**config.mk**
```make
export PLATFORM = sky130hd
export DESIGN_NAME = lfsr_enc_ctrl_flat
export DESIGN_NICKNAME = d
export VERILOG_FILES = /design/src/rtl/lfsr_enc_pkg.sv /design/src/rtl/lfsr_enc_ctrl_if.sv /design/src/rtl/lfsr_enc_cnt.sv /design/src/rtl/lfsr_enc_ctrl.sv /design/src/flat_wrapper.sv
export SDC_FILE = /design/constraint.sdc
export NUM_CORES = 1
export LEC_CHECK = 0
export CORE_MARGIN = 2
export CORE_UTILIZATION = 55
export DETAILED_ROUTE_END_ITERATION = 8
export DONT_BUFFER_PORTS = 1
export PLACE_DENSITY = 0.7
export SLEW_MARGIN = 40
export SYNTH_ARGS = -nofsm -noshare
export SYNTH_HDL_FRONTEND = slang
export SYNTH_SLANG_ARGS = --single-unit
export TNS_END_PERCENT = 100
```
**constraint.sdc**
```tcl
create_clock -name clk -period 5.1 [get_ports clk]
set_input_delay 1.02 -clock clk [delete_from_list [all_inputs] [get_ports clk]]
set_output_delay 1.02 -clock clk [all_outputs]
set_load 0.02 [all_outputs]
```
**src/rtl/lfsr_enc_pkg.sv**
```systemverilog
// Shared types and defaults for the LFSR stream-encryption controller.
package lfsr_enc_pkg;
    localparam int         LEN_W_DEF    = 6;
    localparam logic [7:0] PRE_CHAR_DEF = 8'h20;

    typedef enum logic [2:0] {IDLE, LOAD, PRE, MSG, FIN} enc_state_t;
endpackage

```
**src/rtl/lfsr_enc_ctrl_if.sv**
```systemverilog
// Bundle of control, upstream/downstream stream and LFSR-side signals of lfsr_enc_ctrl.
interface lfsr_enc_ctrl_if import lfsr_enc_pkg::*; #(
    parameter int LEN_W = LEN_W_DEF
);
    logic             start;
    logic [7:0]       cfg_tap;
    logic [7:0]       cfg_seed;
    logic [LEN_W-1:0] cfg_pre_len;
    logic [LEN_W-1:0] cfg_msg_len;
    logic             pt_valid;
    logic             pt_ready;
    logic [7:0]       pt_data;
    logic             ct_valid;
    logic             ct_ready;
    logic [7:0]       ct_data;
    logic             lfsr_init;
    logic             lfsr_en;
    logic [7:0]       lfsr_tab;
    logic [7:0]       lfsr_init_state;
    logic [7:0]       lfsr_state;
    logic             busy;
    logic             done;

    // Controller side
    modport master (
        input  start, cfg_tap, cfg_seed, cfg_pre_len, cfg_msg_len,
               pt_valid, pt_data, ct_ready, lfsr_state,
        output pt_ready, ct_valid, ct_data, lfsr_init, lfsr_en,
               lfsr_tab, lfsr_init_state, busy, done
    );

    // Environment side: message source, ciphertext sink and LFSR
    modport slave (
        output start, cfg_tap, cfg_seed, cfg_pre_len, cfg_msg_len,
               pt_valid, pt_data, ct_ready, lfsr_state,
        input  pt_ready, ct_valid, ct_data, lfsr_init, lfsr_en,
               lfsr_tab, lfsr_init_state, busy, done
    );
endinterface

```
**src/rtl/lfsr_enc_cnt.sv**
```systemverilog
// Beat counter: cleared before a phase, bumped per handshake, flags the final beat.
module lfsr_enc_cnt import lfsr_enc_pkg::*; #(
    parameter int LEN_W = LEN_W_DEF
) (
    input  logic             clk,
    input  logic             rst_n,
    input  logic             clr_i,
    input  logic             en_i,
    input  logic [LEN_W-1:0] len_i,
    output logic             last_o
);
    logic [LEN_W-1:0] cnt_q, cnt_d;

    always_comb begin
        cnt_d = cnt_q;
        if (clr_i)     cnt_d = '0;
        else if (en_i) cnt_d = cnt_q + LEN_W'(1);
    end

    always_ff @(posedge clk or negedge rst_n) begin
        if (!rst_n) cnt_q <= '0;
        else        cnt_q <= cnt_d;
    end

    // Only consulted while the phase is active, so len_i is never 0 here.
    assign last_o = (cnt_q == len_i - LEN_W'(1));
endmodule

```
**src/rtl/lfsr_enc_ctrl.sv**
```systemverilog
// Loads/steps an external LFSR and XORs its state onto preamble + plaintext bytes.
// Optional LFSR_ENC_ASCII7_EN: keystream bit 7 masked so ct_data[7] equals plaintext bit 7.
module lfsr_enc_ctrl import lfsr_enc_pkg::*; #(
    parameter int         LEN_W    = LEN_W_DEF,
    parameter logic [7:0] PRE_CHAR = PRE_CHAR_DEF
) (
    input logic             clk,
    input logic             rst_n,
    lfsr_enc_ctrl_if.master bus
);
    enc_state_t       state_q, state_d;
    logic [7:0]       tap_q, seed_q;
    logic [LEN_W-1:0] pre_len_q, msg_len_q;
    logic             accept, pre_hs, msg_hs, pre_last, msg_last, cnt_clr;
    logic [7:0]       ks;

    assign accept  = (state_q == IDLE) && bus.start;
    assign pre_hs  = (state_q == PRE) && bus.ct_ready;
    assign msg_hs  = (state_q == MSG) && bus.pt_valid && bus.ct_ready;
    assign cnt_clr = (state_q == LOAD);

`ifdef LFSR_ENC_ASCII7_EN
    assign ks = bus.lfsr_state & 8'h7F;
`else
    assign ks = bus.lfsr_state;
`endif

    always_ff @(posedge clk or negedge rst_n) begin
        if (!rst_n) begin
            tap_q     <= '0;
            seed_q    <= '0;
            pre_len_q <= '0;
            msg_len_q <= '0;
        end else if (accept) begin
            tap_q     <= bus.cfg_tap;
            seed_q    <= bus.cfg_seed;
            pre_len_q <= bus.cfg_pre_len;
            msg_len_q <= bus.cfg_msg_len;
        end
    end

    lfsr_enc_cnt #(.LEN_W(LEN_W)) u_pre_cnt (
        .clk(clk), .rst_n(rst_n), .clr_i(cnt_clr), .en_i(pre_hs),
        .len_i(pre_len_q), .last_o(pre_last)
    );

    lfsr_enc_cnt #(.LEN_W(LEN_W)) u_msg_cnt (
        .clk(clk), .rst_n(rst_n), .clr_i(cnt_clr), .en_i(msg_hs),
        .len_i(msg_len_q), .last_o(msg_last)
    );

    always_ff @(posedge clk or negedge rst_n) begin
        if (!rst_n) state_q <= IDLE;
        else        state_q <= state_d;
    end

    // Zero-length phases are skipped entirely.
    always_comb begin
        state_d = state_q;
        case (state_q)
            IDLE: if (bus.start) state_d = LOAD;
            LOAD: begin
                if (pre_len_q != '0)      state_d = PRE;
                else if (msg_len_q != '0) state_d = MSG;
                else                      state_d = FIN;
            end
            PRE:  if (pre_hs && pre_last) state_d = (msg_len_q != '0) ? MSG : FIN;
            MSG:  if (msg_hs && msg_last) state_d = FIN;
            FIN:  state_d = IDLE;
            default: state_d = IDLE;
        endcase
    end

    always_comb begin
        bus.pt_ready  = 1'b0;
        bus.ct_valid  = 1'b0;
        bus.ct_data   = 8'h00;
        bus.lfsr_init = 1'b0;
        bus.lfsr_en   = 1'b0;
        bus.done      = 1'b0;
        bus.busy      = (state_q != IDLE);
        case (state_q)
            LOAD: bus.lfsr_init = 1'b1;
            PRE: begin
                bus.ct_valid = 1'b1;
                bus.ct_data  = PRE_CHAR ^ ks;
                bus.lfsr_en  = pre_hs;
            end
            MSG: begin
                bus.ct_valid = bus.pt_valid;
                bus.pt_ready = bus.ct_ready;
                bus.ct_data  = bus.pt_data ^ ks;
                bus.lfsr_en  = msg_hs;
            end
            FIN:  bus.done = 1'b1;
            default: ;
        endcase
    end

    assign bus.lfsr_tab        = tap_q;
    assign bus.lfsr_init_state = seed_q;
endmodule

```
**src/flat_wrapper.sv**
```systemverilog
// flat-port wrapper written by rule: the top's interface ports become plain ports
module lfsr_enc_ctrl_flat import lfsr_enc_pkg::*;
#(
    parameter int         LEN_W    = LEN_W_DEF,
    parameter logic [7:0] PRE_CHAR = PRE_CHAR_DEF
)
  (clk, rst_n, bus_start, bus_cfg_tap, bus_cfg_seed, bus_cfg_pre_len, bus_cfg_msg_len, bus_pt_valid, bus_pt_data, bus_ct_ready, bus_lfsr_state, bus_pt_ready, bus_ct_valid, bus_ct_data, bus_lfsr_init, bus_lfsr_en, bus_lfsr_tab, bus_lfsr_init_state, bus_busy, bus_done);
  lfsr_enc_ctrl_if #(.LEN_W(LEN_W)) bus_i ();
  input logic clk;
  input logic rst_n;
  input wire logic [$bits(bus_i.start)-1:0] bus_start;
  input wire logic [$bits(bus_i.cfg_tap)-1:0] bus_cfg_tap;
  input wire logic [$bits(bus_i.cfg_seed)-1:0] bus_cfg_seed;
  input wire logic [$bits(bus_i.cfg_pre_len)-1:0] bus_cfg_pre_len;
  input wire logic [$bits(bus_i.cfg_msg_len)-1:0] bus_cfg_msg_len;
  input wire logic [$bits(bus_i.pt_valid)-1:0] bus_pt_valid;
  input wire logic [$bits(bus_i.pt_data)-1:0] bus_pt_data;
  input wire logic [$bits(bus_i.ct_ready)-1:0] bus_ct_ready;
  input wire logic [$bits(bus_i.lfsr_state)-1:0] bus_lfsr_state;
  output wire logic [$bits(bus_i.pt_ready)-1:0] bus_pt_ready;
  output wire logic [$bits(bus_i.ct_valid)-1:0] bus_ct_valid;
  output wire logic [$bits(bus_i.ct_data)-1:0] bus_ct_data;
  output wire logic [$bits(bus_i.lfsr_init)-1:0] bus_lfsr_init;
  output wire logic [$bits(bus_i.lfsr_en)-1:0] bus_lfsr_en;
  output wire logic [$bits(bus_i.lfsr_tab)-1:0] bus_lfsr_tab;
  output wire logic [$bits(bus_i.lfsr_init_state)-1:0] bus_lfsr_init_state;
  output wire logic [$bits(bus_i.busy)-1:0] bus_busy;
  output wire logic [$bits(bus_i.done)-1:0] bus_done;
  assign bus_i.start = bus_start;
  assign bus_i.cfg_tap = bus_cfg_tap;
  assign bus_i.cfg_seed = bus_cfg_seed;
  assign bus_i.cfg_pre_len = bus_cfg_pre_len;
  assign bus_i.cfg_msg_len = bus_cfg_msg_len;
  assign bus_i.pt_valid = bus_pt_valid;
  assign bus_i.pt_data = bus_pt_data;
  assign bus_i.ct_ready = bus_ct_ready;
  assign bus_i.lfsr_state = bus_lfsr_state;
  assign bus_pt_ready = bus_i.pt_ready;
  assign bus_ct_valid = bus_i.ct_valid;
  assign bus_ct_data = bus_i.ct_data;
  assign bus_lfsr_init = bus_i.lfsr_init;
  assign bus_lfsr_en = bus_i.lfsr_en;
  assign bus_lfsr_tab = bus_i.lfsr_tab;
  assign bus_lfsr_init_state = bus_i.lfsr_init_state;
  assign bus_busy = bus_i.busy;
  assign bus_done = bus_i.done;
  lfsr_enc_ctrl #(.LEN_W(LEN_W), .PRE_CHAR(PRE_CHAR)) u_core (.clk(clk), .rst_n(rst_n), .bus(bus_i));
endmodule
```
==> results.ini <==
[global_route]
antenna_found_initial = 0
grt_remaining_overflow = 0
grt_max_degree = 44
grt_pass1_vias = 1656
grt_usage_pct = 18.87
grt_pass1_wl_um = 7389

[worst_setup_path]
worstSetupPathType = reg -> out
endpoint_kind = output port
arrival_ps = 1760
slowest_stage = nor3_4
critical_path_required_ps = 4080
critPathLaunchType = register
max_stage_delay_ps = 650
crit_path_max_fanout = 16
crit_chain = inv_1 -> nor3_4

[synthesis]
synth_fp_nets = 274
yosysTopAreaCellShare_pct = 45.19
synth_seq_area_share_pct = 45.19
syn-mean-instance-area_um2 = 10.77
yosys_warnings = 0
synth-edff-count = 0
yosys.area.top_type = dfrtp_1
async_reset_ff_share_pct = 100.0
ys.flop_type = dfrtp_1
ys_ff_latch = 43
ys_types = 50
synth_cells = 221
synthesis.area_um2 = 2381
synth_area_leaders = dfrtp_1 45%, mux2_2 11%, xor2_1 6.3%

[cts]
cts_setup_buffers = 0
cts_buffer_depth = 2
clock_latency_ps = 290
clk_pin_slew_ps = 90
htreeDepth = 2
post_cts_resized = 0
ctsHoldBuffers = 0
cts-root-buf = clkbuf_8
cts_buffers = 5
clkSinkCount = 43
cts_tree = yes

[layout]
layout_common_cells = 43 x dfrtp_1, 27 x nor2_1, 23 x mux2_2
fin_area_um2 = 2495
fillers = 345
final_common_cell = dfrtp_1
antenna_cells = 0
nets = 270
drive_gt1_share_pct = 17.43
areaGrowthSynthToFinish_pct = 4.782

[route]
routed_wl_um = 4543
dr.pass1.iters = 4
drt_iter0_markers = 78
via_per_inst = 5.978
drc = 0
wire_per_inst_um = 16.95
ant_nets = 0
vias = 1602

[place]
postPlaceCellArea_um2 = 2374
pre_cts_ws_ps = 2477
portBuffers = 0
place.gp.congestion = 0.9020
dp_hpwl_um = 3428

[floorplanning]
initial_core_util_pct = 58.27
fp.dieW_um = 69.80
pin_count = 79
fp.dieArea_um2 = 4871
row_count = 23
die_h_um = 69.80
fp.coreArea_um2 = 4086

[timing]
worst_pin_slew_ps = 739.4
rsz0062_at_grt = false
finalCritPeriodShare_pct = 54.61
fin_skew_ps = 8.259
layout_setup_ws_ps = 2315
max_freq_mhz = 359.1
hold_ws_ps = 407.4
fin_crit_ps = 2785
relSlewSlack_pct = 50.59
finalHoldViolations = 0
finalMaxSlewViolations = 0
setup_violations = 0
fin_tns_setup_ps = 0

[flow_run]
maxCapViolations = 0

[power_and_ir_drop]
p_per_area_nw_per_um2 = 660.8
ir_drop_mv = 0.3519
leakage_nw = 1.020

[hold_path]
hold_path.class = in -> async

[run_status]
status = finished, final reports clean

power by group:
part | leakage, nW | total [W] | internal (W) | switching (W)
registers | 0.524 | 0.000767 | 0.000497 | 0.000270
logic | 0.435 | 0.000601 | 0.000297 | 0.000304
clock network | 0.0618 | 0.000280 | 0.000161 | 0.000119
critical path: cells and delay by family, from the launching register on:
| family | cells | cell delay, ps |
|---|---|---|
| buf+inv | 1 | 220 |
| flops | 1 | 600 |
| simple gates | 1 | 650 |
state kept, by name, indices dropped and copies added (netlist names):
name                        flops
u_core.bus.lfsr_tab             8
u_core.bus.lfsr_init_state      8
u_core.u_msg_cnt.cnt_q          6
u_core.u_pre_cnt.cnt_q          6
u_core.pre_len_q                6
u_core.state_q                  3
u_core.msg_len_q                6
synthesized netlist by cell type, types with 2 or more instances:
cell / count
nor3_1: 3
inv_1: 6
nand2b_1: 2
mux2_2: 23
xnor2_1: 15
a21oi_1: 2
buf_2: 2
clkbuf_1: 2
nor2_1: 27
and2_1: 2
a41oi_1: 2
o21ai_0: 4
dfrtp_1: 43
xor2_1: 17
buf_4: 4
nor4b_1: 2
mux2i_1: 2
nand3_1: 5
a221oi_1: 3
nor2_4: 2
nand2_1: 17
or3_1: 2
buf_6: 3
ha_1: 4
nand4_1: 2
final cells by class:
cell class / count / area [µm²] / area share (%)
multi-input combinational: 161 / 1212 / 48.60
inverter: 6 / 22.52 / 0.9027
clock buffer: 6 / 82.58 / 3.310
sequential: 43 / 1076 / 43.13
clock inverter: 2 / 38.79 / 1.555
tap: 50 / 62.56 / 2.508
worst paths after layout:
kind	startpoint	end	slack (ps)	depth (start not counted)
worst max-delay path	u_core.state_q[0]$_DFFE_PN0P_	bus_lfsr_init	2320	2
worst min register to register	u_core.msg_len_q[5]$_DFFE_PN0P_	u_core.msg_len_q[5]$_DFFE_PN0P_	570	1
worst min-delay path	rst_n	u_core.u_pre_cnt.cnt_q[0]$_DFFE_PN0P_	410	0
worst max register to register	u_core.state_q[0]$_DFFE_PN0P_	u_core.msg_len_q[3]$_DFFE_PN0P_	2830	3
max in group asynchronous	rst_n	u_core.bus.lfsr_init_state[7]$_DFFE_PN0P_	4590	0
min in group clk	u_core.msg_len_q[5]$_DFFE_PN0P_	u_core.msg_len_q[5]$_DFFE_PN0P_	570	1
kinds of logic after synthesis:
group / after synthesis / share of synthesized area [%]
buf+inv: 17 / 4.362
mux: 26 / 12.19
simple gates: 74 / 16.18
compound gates: 25 / 8.199
flops: 43 / 45.19
xor+xnor: 32 / 11.77
fa+ha+maj: 4 / 2.102
per-layer routing:
metal	up-vias	track usage, %	routed length [µm]
met2	75	31.32	2116
met5	-	0	0
li1	754	-	-
met1	768	23.37	1971
met4	0	4.915	27
met3	5	6.831	427
per-stage QoR:
step | util, % | cells | power [W]
after CTS | 61.05 | 268 | 0.001656
after global routing | 61.05 | 268 | 0.001754
after global placement | 57.93 | 260 | 0.001331
after floorplan | - | 221 | 0.001265
final | 61.05 | 268 | 0.001649
after detailed placement | 58.08 | 260 | 0.001372
(Power assumes the default switching activity.)
